[config.mk]
export PLATFORM = sky130hd
export DESIGN_NAME = corrupt_queue_ctrl_flat
export DESIGN_NICKNAME = d
export VERILOG_FILES = /design/src/rtl/corrupt_queue_ctrl_pkg.sv /design/src/rtl/corrupt_queue_ctrl_if.sv /design/src/rtl/corrupt_queue_ctrl_sat_counter.sv /design/src/rtl/corrupt_queue_ctrl.sv /design/src/flat_wrapper.sv
export SDC_FILE = /design/constraint.sdc
export NUM_CORES = 1
export LEC_CHECK = 0
export ABC_AREA = 1
export BUFFER_PORTS_ARGS = -buffer_cell sky130_fd_sc_hd__buf_4
export CAP_MARGIN = 20
export CELL_PAD_IN_SITES_DETAIL_PLACEMENT = 1
export CELL_PAD_IN_SITES_GLOBAL_PLACEMENT = 1
export CORE_ASPECT_RATIO = 1.25
export CORE_MARGIN = 10
export CORE_UTILIZATION = 34
export CTS_CLUSTER_DIAMETER = 150
export DETAILED_ROUTE_END_ITERATION = 12
export GPL_TIMING_DRIVEN = 0
export PLACE_DENSITY = 0.83
export SYNTH_ARGS = -nofsm -noshare
export SYNTH_HDL_FRONTEND = slang
export SYNTH_SLANG_ARGS = --single-unit
[constraint.sdc]
create_clock -name clock -period 2.05 [get_ports clock]
set_clock_uncertainty 0.15 [all_clocks]
set_input_delay 0.205 -clock clock [delete_from_list [all_inputs] [get_ports clock]]
set_output_delay 0.205 -clock clock [all_outputs]
set_load 0.01 [all_outputs]
[src/rtl/corrupt_queue_ctrl_pkg.sv]
// Shared sizing and pointer/occupancy types for the corrupt-flag queue controller.
package corrupt_queue_pkg;
  localparam int DEPTH = 8;
  localparam int AW    = 3;
  localparam int CW    = 8;

  typedef logic [AW-1:0] ptr_t;
  typedef logic [AW:0]   cnt_t;
endpackage

[src/rtl/corrupt_queue_ctrl_if.sv]
// Enqueue/dequeue ready-valid handshake bundle; master is the channel logic, slave is the queue.
interface corrupt_queue_ctrl_if;
  logic enq_valid;
  logic enq_ready;
  logic enq_bits;
  logic deq_valid;
  logic deq_ready;
  logic deq_bits;

  modport master (
    output enq_valid, enq_bits, deq_ready,
    input  enq_ready, deq_valid, deq_bits
  );

  modport slave (
    input  enq_valid, enq_bits, deq_ready,
    output enq_ready, deq_valid, deq_bits
  );
endinterface

[src/rtl/corrupt_queue_ctrl_sat_counter.sv]
// Saturating up-counter with synchronous clear; clear beats increment, holds at all-ones.
module sat_counter #(
  parameter int W = 8
) (
  input  logic         clock,
  input  logic         reset,
  input  logic         inc,
  input  logic         clr,
  output logic [W-1:0] value
);
  always_ff @(posedge clock) begin
    if (!reset || clr) begin
      value <= '0;
    end else if (inc && (value != {W{1'b1}})) begin
      value <= value + W'(1);
    end
  end
endmodule

[src/rtl/corrupt_queue_ctrl.sv]
// 8-entry corrupt-flag FIFO controller over external 8x1 storage; 1-cycle enq-to-deq, no bypass.
// enq_ready drops only when full (or in reset); deq side waits on deq_ready with head held.
module corrupt_queue_ctrl
  import corrupt_queue_pkg::*;
#(
  parameter int DEPTH = corrupt_queue_pkg::DEPTH,
  parameter int AW    = corrupt_queue_pkg::AW,
  parameter int CW    = corrupt_queue_pkg::CW
) (
  input  logic                  clock,
  input  logic                  reset,
  corrupt_queue_ctrl_if.slave   q,
  output logic [AW:0]           count,
  input  logic                  clear_cnt,
  output logic [CW-1:0]         corrupt_cnt,
  output logic [AW-1:0]         mem_W0_addr,
  output logic                  mem_W0_en,
  output logic                  mem_W0_data,
  output logic [AW-1:0]         mem_R0_addr,
  output logic                  mem_R0_en,
  input  logic                  mem_R0_data
);
  ptr_t head;
  ptr_t tail;
  logic maybe_full;
  logic ptr_match;
  logic empty;
  logic full;
  logic enq_fire;
  logic deq_fire;

  function automatic ptr_t bump(input ptr_t p);
    return (p == ptr_t'(DEPTH - 1)) ? '0 : p + ptr_t'(1);
  endfunction

  assign ptr_match = (head == tail);
  assign empty     = ptr_match & ~maybe_full;
  assign full      = ptr_match & maybe_full;
  assign count     = {full, ptr_t'(tail - head)};

  assign q.enq_ready = ~full & reset;
  assign q.deq_valid = ~empty;
  // Storage returns X while its read port is disabled, so gate it here.
  assign q.deq_bits  = q.deq_valid & mem_R0_data;

  assign enq_fire = q.enq_valid & q.enq_ready;
  assign deq_fire = q.deq_valid & q.deq_ready;

  assign mem_W0_en   = enq_fire;
  assign mem_W0_addr = tail;
  assign mem_W0_data = q.enq_bits;
  assign mem_R0_en   = q.deq_valid;
  assign mem_R0_addr = head;

  always_ff @(posedge clock) begin
    if (!reset) begin
      head       <= '0;
      tail       <= '0;
      maybe_full <= 1'b0;
    end else begin
      if (enq_fire) tail <= bump(tail);
      if (deq_fire) head <= bump(head);
      // Equal pointers are ambiguous; the last unbalanced move decides full vs empty.
      if (enq_fire != deq_fire) maybe_full <= enq_fire;
    end
  end

  sat_counter #(.W(CW)) u_corrupt_cnt (
    .clock (clock),
    .reset (reset),
    .inc   (deq_fire & q.deq_bits),
    .clr   (clear_cnt),
    .value (corrupt_cnt)
  );
endmodule
[src/flat_wrapper.sv]
// flat-port wrapper written by rule: the top's interface ports become plain ports
module corrupt_queue_ctrl_flat import corrupt_queue_pkg::*;
#(
  parameter int DEPTH = corrupt_queue_pkg::DEPTH,
  parameter int AW    = corrupt_queue_pkg::AW,
  parameter int CW    = corrupt_queue_pkg::CW
)
  (clock, reset, count, clear_cnt, corrupt_cnt, mem_W0_addr, mem_W0_en, mem_W0_data, mem_R0_addr, mem_R0_en, mem_R0_data, q_enq_valid, q_enq_bits, q_deq_ready, q_enq_ready, q_deq_valid, q_deq_bits);
  corrupt_queue_ctrl_if q_i ();
  input  logic clock;
  input  logic reset;
  output logic [AW:0] count;
  input  logic clear_cnt;
  output logic [CW-1:0] corrupt_cnt;
  output logic [AW-1:0] mem_W0_addr;
  output logic mem_W0_en;
  output logic mem_W0_data;
  output logic [AW-1:0] mem_R0_addr;
  output logic mem_R0_en;
  input  logic mem_R0_data;
  input wire logic [$bits(q_i.enq_valid)-1:0] q_enq_valid;
  input wire logic [$bits(q_i.enq_bits)-1:0] q_enq_bits;
  input wire logic [$bits(q_i.deq_ready)-1:0] q_deq_ready;
  output wire logic [$bits(q_i.enq_ready)-1:0] q_enq_ready;
  output wire logic [$bits(q_i.deq_valid)-1:0] q_deq_valid;
  output wire logic [$bits(q_i.deq_bits)-1:0] q_deq_bits;
  assign q_i.enq_valid = q_enq_valid;
  assign q_i.enq_bits = q_enq_bits;
  assign q_i.deq_ready = q_deq_ready;
  assign q_enq_ready = q_i.enq_ready;
  assign q_deq_valid = q_i.deq_valid;
  assign q_deq_bits = q_i.deq_bits;
  corrupt_queue_ctrl #(.DEPTH(DEPTH), .AW(AW), .CW(CW)) u_core (.clock(clock), .reset(reset), .q(q_i), .count(count), .clear_cnt(clear_cnt), .corrupt_cnt(corrupt_cnt), .mem_W0_addr(mem_W0_addr), .mem_W0_en(mem_W0_en), .mem_W0_data(mem_W0_data), .mem_R0_addr(mem_R0_addr), .mem_R0_en(mem_R0_en), .mem_R0_data(mem_R0_data));
endmodule
==> reports/qor.yml <==
logic_synthesis:
  yosys_warnings: 0
  syn_nets: 141
  yosys.cell_types.count: 22
  async_flop_share: 0
  ys_ff_latch: 15
  synthFlopType: "dfxtp_1"
  ys_seq_area_frac: 0.317
  syn_inst: 126
  synth_top_area_cell: "dfxtp_1"
  avgSynthCellArea_um2: 7.51
  netlist_area_um2: 946
  synth_common_cells: "31 x nand2_1, 21 x inv_1, 15 x dfxtp_1"
  synth_edf_count: 0
  yosysMostFrequentCell: "nand2_1"
  synth_area_leaders: "dfxtp_1 32%, nand2_1 12%, ha_1 9.3%, inv_1 8.3%, a21oi_1 5.3%"
  yosysTopAreaCellShare: 0.317
detailed_routing:
  routed_wl_um: 2510
  drcViolationCount: 0
  firstDrtPassIters: 2
  viasPerCell: 4.61
  vias: 894
  wire_per_inst_um: 12.9
  ant_nets: 0
  drt_iter0_markers: 18
global_route:
  antenna_found_initial: 0
  grt-busiest-layer: "met2"
  grt_pass1_wl_um: 4430
  use_met1: 0.0987
  first_global_vias: 1021
  grt_util_met3: 0.0478
  grt_max_degree: 10
  grt-ovfl-total: 0
  grt_usage: 0.102
  grt_use_met2: 0.185
timing:
  finalSetupViolCount: 0
  rsz0062_at_grt: "false"
  max_freq_mhz: 520
  fin_setup_tns_ps: 0
  final_hold_viol_count: 0
  timing.slew.headroom: 0.812
  tightestPinTransition_ps: 282
  finalCritPeriodShare: 0.939
  fin_crit_ps: 1920
  slew_viol_final: 0
critical_path:
  cp_slowest_stage_delay_ps: 380
  r2r-end: "u_core.u_corrupt_cnt.value[3]"
  worst_path_max_delay_cell: "fa_1"
  reg2regPathDepth: 9
  critPathTopFamily: "adder cells"
  cp.required_ps: 1690
  rr_startpoint: "u_core.mem_W0_addr[0]"
  end_kind: "output pin"
  r2r_slack_ps: 330
  crit_type: "register to output pin"
  startpoint: "u_core.mem_W0_addr[0]"
  crit_fanout: 4
  crit_buf_inv: 2
  startpoint_type: "register"
  arrival_ps: 1570
  crit_chain: "inv_1, ha_1, fa_1, xnor2_1, buf_4"
cts:
  root_buffer: "clkbuf_4"
  clkTransAtPathRegs_ps: 100
  cts_tree: "built"
  clock_latency_ps: 280
  clock_path_buffers: 2
  cts_hold_buf: 0
  cts_inserted_buffers: 3
  cts_num_sinks: 15
  htreeDepth: 1
die:
  rows: 21
  initial_utilization: 0.353
  die-area_mm2: 0.00530
  core_region_area_mm2: 0.00268
  die_h_um: 79.0
  io_pins: 31
  die_w_um: 67.2
cells_and_area:
  multi_input_area_um2: 551
  finish.instance_area_mm2: 0.00125
  fillers: 366
  antenna_cells: 0
  final_nets: 176
  area_growth_pct: 32.5
  instances_no_fill: 194
  register_area_um2: 303
  drive_gt1_frac: 0.338
power:
  ir_drop_uv: 382
  leakage_uw: 0.000617
  power.density_mw_per_mm2: 808
placement:
  placed_cells: 189
  dp_hpwl_um: 2100
  place_area_mm2: 0.00121
  portBuffers: 29
  gp_congestion: 0.809
worst_hold_path:
  hp-start: "clear_cnt"
  hold_end: "u_core.u_corrupt_cnt.value[6]"
  hold_depth: 4
  min_path_type: "input pin to register"
status:
  status: "finished clean"
job:
  maxCapViolCount: 0
==> registers in the layout, indices dropped and copies added, names as in the netlist <==
register / count
u_core.u_corrupt_cnt.value: 8
u_core.mem_R0_addr: 3
u_core.mem_W0_addr: 3
u_core.maybe_full: 1
==> layer usage <==
metal  share of wire  vias to the layer above
li1                -                      458
met1            0.38                      411
met2            0.52                       23
met3            0.10                        2
met4          0.0024                        0
met5               0                        -
==> logic make-up after synthesis <==
group	Yosys count	share of synthesized area
buffers and inverters	25	0.111
AO/OA/AOI/OAI	18	0.0952
XOR/XNOR	5	0.0463
flip-flops	15	0.317
AND/OR/NAND/NOR	55	0.316
adder cells (fa/ha/maj)	8	0.114
==> worst reg2reg max path: cells and delay by family, from the launching register on <==
kind                     cells  cell delay (ps)
flip-flops                   1              350
adder cells (fa/ha/maj)      1              300
buffers and inverters        2              130
AND/OR/NAND/NOR              5              580
AO/OA/AOI/OAI                1              150
==> layout make-up <==
cell class / instances / share of cell area
repair buffers: 30 / 0.180
clock buffers: 3 / 0.0180
multi-input cells: 86 / 0.439
flip-flops and latches: 15 / 0.242
clock inverters: 1 / 0.00399
plain buffers: 3 / 0.0180
well taps: 34 / 0.0339
inverters: 22 / 0.0659
==> power by group <==
group	switching (uW)	internal, uW	leakage, uW
Combinational	261	229	0.000477
Sequential	30.8	320	0.000123
Clock	100	72.3	0.0000177
==> worst max path at each step <==
stage / end / slack [ps] / depth (start not counted)
after floorplan: count[2] / 400 / 4
after global placement: mem_W0_en / 280 / 8
after detailed placement: mem_W0_en / 230 / 8
after CTS: mem_W0_en / 10 / 8
after global routing: count[2] / 0.9 / 5
final: count[2] / 130 / 5
==> through the flow <==
stage          power (uW)   util  setup WS (ps)  hold WS [ps]
6_report             1010  0.468            125          18.7
5_1_grt              1110  0.468          0.905          24.5
4_1_cts              1030  0.463           13.9          11.8
3_5_place_dp          848  0.450            228           321
3_3_place_gp          830  0.450            276           311
2_1_floorplan         632      -            404           178
==> what timing repair did <==
action / 4_1_cts / 5_1_grt
resized for setup: 4 / 2
endpoints found under the setup margin: 1 / 6
pin swaps: 0 / 1
buffers inserted: 0 / 1
gates cloned: 0 / 0
==> placed cells by master, fill, tap and decap left out, drive strengths merged, types with 2 or more instances in the layout <==
| cell | Yosys | layout |
|---|---|---|
| a21oi | 10 | 10 |
| buf | 3 | 33 |
| clkbuf | 0 | 3 |
| dfxtp | 15 | 15 |
| ha | 7 | 7 |
| inv | 22 | 22 |
| nand2 | 34 | 34 |
| nand3 | 7 | 7 |
| nor2 | 10 | 10 |
| nor3 | 2 | 2 |
| o21ai | 8 | 8 |
| xnor2 | 3 | 3 |
| xor2 | 2 | 2 |
Note: power is estimated with default switching activity, not from simulation.
